**src/rtl/pac_motion_ctrl.sv**
```systemverilog
// pac_motion_ctrl: tile movement controller for the Pacman sprite.
// Optional feature: define PAC_TUNNEL_EN for x-edge wraparound tunnels.
module pac_motion_ctrl #(
    parameter int GRID_W  = 28,
    parameter int GRID_H  = 31,
    parameter int START_X = 13,
    parameter int START_Y = 23
) (
    input  logic       clk,
    input  logic       rst,
    input  logic       tick,
    input  logic [3:0] btn_dir,
    output logic       wq_valid,
    output logic [4:0] wq_x,
    output logic [4:0] wq_y,
    input  logic       wq_ready,
    input  logic       wq_wall,
    output logic [4:0] pos_x,
    output logic [4:0] pos_y,
    output logic [3:0] direction,
    output logic       moving,
    output logic       busy,
    output logic       overrun
);

    localparam logic [4:0] XMAX = 5'(GRID_W - 1);
    localparam logic [4:0] YMAX = 5'(GRID_H - 1);
    localparam logic [4:0] SX   = 5'(START_X);
    localparam logic [4:0] SY   = 5'(START_Y);

    typedef enum logic [1:0] {IDLE, Q_REQ, Q_CUR, MOVE} state_t;

    state_t     state, state_n;
    logic [3:0] req_dir;
    logic [3:0] qdir, qdir_n;
    logic [3:0] req_eff;
    logic       btn_ok;
    logic [4:0] nb_x, nb_y;
    logic       nb_blk;
    logic       issue, stop;
    logic       hit_free, hit_wall;

    assign btn_ok  = (btn_dir != 4'b0) && ((btn_dir & (btn_dir - 4'd1)) == 4'b0);
    assign req_eff = btn_ok ? btn_dir : req_dir;
    assign busy    = (state != IDLE);

    // neighbour tile of pos in the direction currently being tried
    always_comb begin
        nb_x   = pos_x;
        nb_y   = pos_y;
        nb_blk = 1'b0;
        unique case (1'b1)
            qdir[3]: begin
                if (pos_x == 5'd0) begin
`ifdef PAC_TUNNEL_EN
                    nb_x = XMAX;
`else
                    nb_blk = 1'b1;
`endif
                end else begin
                    nb_x = pos_x - 5'd1;
                end
            end
            qdir[2]: begin
                if (pos_y == 5'd0) nb_blk = 1'b1;
                else               nb_y   = pos_y - 5'd1;
            end
            qdir[1]: begin
                if (pos_x == XMAX) begin
`ifdef PAC_TUNNEL_EN
                    nb_x = 5'd0;
`else
                    nb_blk = 1'b1;
`endif
                end else begin
                    nb_x = pos_x + 5'd1;
                end
            end
            qdir[0]: begin
                if (pos_y == YMAX) nb_blk = 1'b1;
                else               nb_y   = pos_y + 5'd1;
            end
            default: nb_blk = 1'b1;
        endcase
    end

    // query outcome: internal block resolves before any handshake
    always_comb begin
        hit_free = wq_valid && wq_ready && !wq_wall;
        hit_wall = wq_valid ? (wq_ready && wq_wall) : nb_blk;
    end

    // next-state and control strobes
    always_comb begin
        state_n = state;
        qdir_n  = qdir;
        issue   = 1'b0;
        stop    = 1'b0;
        unique case (state)
            IDLE: begin
                if (tick) begin
                    if (req_eff != 4'b0) begin
                        state_n = Q_REQ;
                        qdir_n  = req_eff;
                    end else if (direction != 4'b0) begin
                        state_n = Q_CUR;
                        qdir_n  = direction;
                    end else begin
                        stop = 1'b1;
                    end
                end
            end
            Q_REQ, Q_CUR: begin
                issue = !wq_valid && !nb_blk;
                if (hit_free) begin
                    state_n = MOVE;
                end else if (hit_wall) begin
                    if (state == Q_REQ && direction != 4'b0 &&
                        direction != qdir) begin
                        state_n = Q_CUR;
                        qdir_n  = direction;
                    end else begin
                        state_n = IDLE;
                        stop    = 1'b1;
                    end
                end
            end
            MOVE: state_n = IDLE;
            default: state_n = IDLE;
        endcase
    end

    // state register
    always_ff @(posedge clk) begin
        if (rst) begin
            state <= IDLE;
            qdir  <= 4'b0;
        end else begin
            state <= state_n;
            qdir  <= qdir_n;
        end
    end

    // request buffer, query port, position and status registers
    always_ff @(posedge clk) begin
        if (rst) begin
            req_dir   <= 4'b0;
            wq_valid  <= 1'b0;
            wq_x      <= 5'd0;
            wq_y      <= 5'd0;
            pos_x     <= SX;
            pos_y     <= SY;
            direction <= 4'b0;
            moving    <= 1'b0;
            overrun   <= 1'b0;
        end else begin
            if (btn_ok) req_dir <= btn_dir;
            if (tick && busy) overrun <= 1'b1;
            if (issue) begin
                wq_valid <= 1'b1;
                wq_x     <= nb_x;
                wq_y     <= nb_y;
            end else if (wq_valid && wq_ready) begin
                wq_valid <= 1'b0;
            end
            if (stop) moving <= 1'b0;
            if (state == MOVE) begin
                pos_x     <= nb_x;
                pos_y     <= nb_y;
                direction <= qdir;
                moving    <= 1'b1;
            end
        end
    end

endmodule

```
**config.mk**
```make
export PLATFORM = sky130hd
export DESIGN_NAME = pac_motion_ctrl
export DESIGN_NICKNAME = d
export VERILOG_FILES = /design/src/rtl/pac_motion_ctrl.sv
export SDC_FILE = /design/constraint.sdc
export NUM_CORES = 1
export LEC_CHECK = 0
export BUFFER_PORTS_ARGS = -buffer_cell sky130_fd_sc_hd__buf_2
export CAP_MARGIN = 30
export CORE_UTILIZATION = 45
export CTS_CLUSTER_DIAMETER = 50
export DETAILED_ROUTE_END_ITERATION = 6
export PLACE_DENSITY = 0.69
export REMOVE_ABC_BUFFERS = 1
export SETUP_SLACK_MARGIN = 0.5
export SYNTH_ARGS = -nofsm -noshare
export SYNTH_HDL_FRONTEND = slang
export SYNTH_SLANG_ARGS = --single-unit
```
**constraint.sdc**
```tcl
create_clock -name clk -period 2.47 [get_ports clk]
set_input_delay 0.494 -clock clk [delete_from_list [all_inputs] [get_ports clk]]
set_output_delay 0.494 -clock clk [all_outputs]
set_load 0.02 [all_outputs]
```
==> out/results.ini <==
[timing]
post-route-min-period_ns=1.90
timing.fmax_mhz=527
setup-tns-final_ns=0
hold_violations=0
finalCritPeriodShare=0.768
slew_headroom=0.660
worst_pin_slew_ns=0.506
maxSlewViolCount=0
finClkSkew_ns=0.00786
setup_viol=0
whs_ns=0.456
rsz0062_at_grt=yes
fin_ws_ns=0.573

[worst_setup_path]
r2r_cells=7
worstPathMaxFanout=9
cp_num_cells=7
startpoint_type=flop
max_stage_delay_ns=0.38
startpoint=pos_y[0]
worstPathCellList=inv_4 -> ha_4 -> nor4b_4 -> o2bb2a_4 -> and4_4 -> o31a_1 -> a211oi_2
r2r_setup_slack_ns=0.57
r2r_start=pos_y[0]
reg2reg_to=state[0]
critical_path.top_delay_family=compound AO/OA/AOI/OAI gates
end_kind=flop
cp.arrival_ns=2.12
critPathRequiredTime_ns=2.69
crit_buf_inv=1
crit_path_top_delay_cell=dfxtp_4
path_class=flop to flop

[placement]
portBuffers=36
pre_cts_ws_ns=0.173
gp_congestion=0.838
place_hpwl_um=4170

[pwr]
share_comb_of_total_power=0.480
power.internal_mw=1.71
power_density_nw_per_um2=1020
power_mw=2.93
p_clk_frac=0.216
leakage_nw=1.08
switching_power_mw=1.22
power_frac_seq=0.304
ir_worst_vdd_mv=0.600
sw_frac_of_total=0.416

[floorplan]
dieArea_um2=5730
pin_count=37
dieWidth_um=75.7
rows=26
start_util=0.473
die_h_um=75.7
core_area_um2=5170

[routing]
vias=2299
viasPerCell=5.89
drc=0
drt-initial-drc-count=208
dr.pass1.iters=4
drt-total-wl_um=6080
ant_nets=0
wire_per_inst_um=15.6

[synth]
syn_inst=286
synth_most_common_cell=dfxtp_1
ys_warn_count=0
yosys.area.top_type_share=0.303
synth_seq_area_share=0.303
synth_area_leaders=dfxtp_1 30%, ha_1 5.1%, nor2_1 4.8%
ys_ff_latch=37
syn_area_um2=2450
synth_commonest_cells=37 x dfxtp_1, 31 x nor2_1, 17 x nand2_1, 14 x a21oi_1
synth_edf_count=0
ys.flop_type=dfxtp_1
async_flop_share=0
syn_area_per_cell_um2=8.55
ys_types=62
yosysTopAreaCell=dfxtp_1

[grt]
grt_pass1_wl_um=9420
grt_overflow=0
grt_pass1_vias=2008
track_usage=0.220
grt_max_degree=29
antenna_found_initial=0

[finish]
syn_to_final_growth_pct=17.5
postLayoutCoreUtil=0.556
fillCellCount=491
insertedDiodeCount=0
nets=338
drive_gt1_frac=0.288

[cts]
cts_root_buf=clkbuf_8
cts_hold_buf=0
cts_made_buffers=5
clock-sinks=37
cts_tree=built
clk_pin_slew_ns=0.08
cts_max_level=2
insertion_delay_ns=0.30
clock_path_buffers=2

[worst_hold_path]
min_from=wq_x[0]
hp-class=flop to flop
min_delay_worst_endpoint=wq_x[0]
holdPathStages=2

[job]
cap_violations=0

[outcome]
status=finished clean

## layer usage
layer | track usage | routed length [µm] | vias up
li1 | - | - | 1133
met1 | 0.289 | 2860 | 1082
met2 | 0.344 | 2840 | 78
met3 | 0.0463 | 300 | 6
met4 | 0.109 | 77 | 0
met5 | 0 | 0 | -
## cell families (layout without fill, tap and decap cells)
kind of cell,Yosys count,after routing,synth area share
and+or+nand+nor,98,99,0.226
muxes,12,12,0.0506
AOI/OAI and AO/OA,82,82,0.243
buffers and inverters,35,68,0.0823
adders and majority gates,11,11,0.0558
DFF,37,37,0.303
xor gates and xnor gates,11,11,0.0394
## how the worst max path moves through the flow
stage / endpoint / slack (ns)
floorplan: state[0] / 0.33
global placement: state[0] / 0.27
detailed placement: state[0] / 0.17
CTS: state[0] / 0.48
global route: qdir[0] / 0.48
finish: state[0] / 0.57
## tightest hold or removal path, stage by stage, from the launching register on
cell and delay (ns):
dfxtp_1 0.31, nand2_1 0.05, a21oi_1 0.05
## power groups by stage
stage / combinational, mW / clock (mW) / sequential [mW]
after global placement: 1.27 / 0 / 0.892
after detailed placement: 1.29 / 0 / 0.895
after CTS: 1.32 / 0.641 / 0.883
final: 1.40 / 0.633 / 0.890
after global routing: 1.53 / 0.671 / 0.913
after floorplan: 0.808 / 0 / 1.00
## timing repair
item | in CTS | in global routing
setup endpoints to repair | 17 | 21
pin swaps | 0 | 2
buffers inserted | 3 | 1
gates cloned | 0 | 1
resized for setup | 5 | 23
## per-stage QoR
stage               std cells  cell area [µm²]
floorplan                 264             2290
global placement          377             2610
detailed placement        377             2610
CTS                       388             2780
global route              390             2870
finish                    390             2870
## cell usage in the layout, fill, tap and decap left out, types with 5 or more instances in the layout
master	Yosys	layout
buf_2	6	36
nor2_1	31	30
dfxtp_1	37	29
nand2_1	17	16
a21oi_1	14	13
a211oi_1	13	13
nor3_1	13	12
buf_4	2	11
o21ai_0	10	10
inv_1	12	9
mux2i_1	9	9
xnor2_1	9	9
a31oi_1	8	8
ha_1	10	8
nand3_1	7	7
dfxtp_2	0	6
nand3b_1	5	5
a22oi_1	5	5
clkbuf_8	1	5
## flip-flops by register name, indices dropped and copies added, names as in the netlist
register,cells
pos_x,5
pos_y,5
wq_x,5
wq_y,5
direction,4
qdir,4
req_dir,4
state,2
moving,1
overrun,1
wq_valid,1
## layout make-up
type,instances,area (µm²),share of cell area
Timing Repair Buffer,47,263,0.0914
Clock inverter,3,65.1,0.0226
Tap cell,70,87.6,0.0305
Inverter,13,51.3,0.0178
Multi-Input combinational cell,215,1580,0.551
Clock buffer,5,68.8,0.0239
Sequential cell,37,756,0.263
Power figures use the tool's default switching activity.
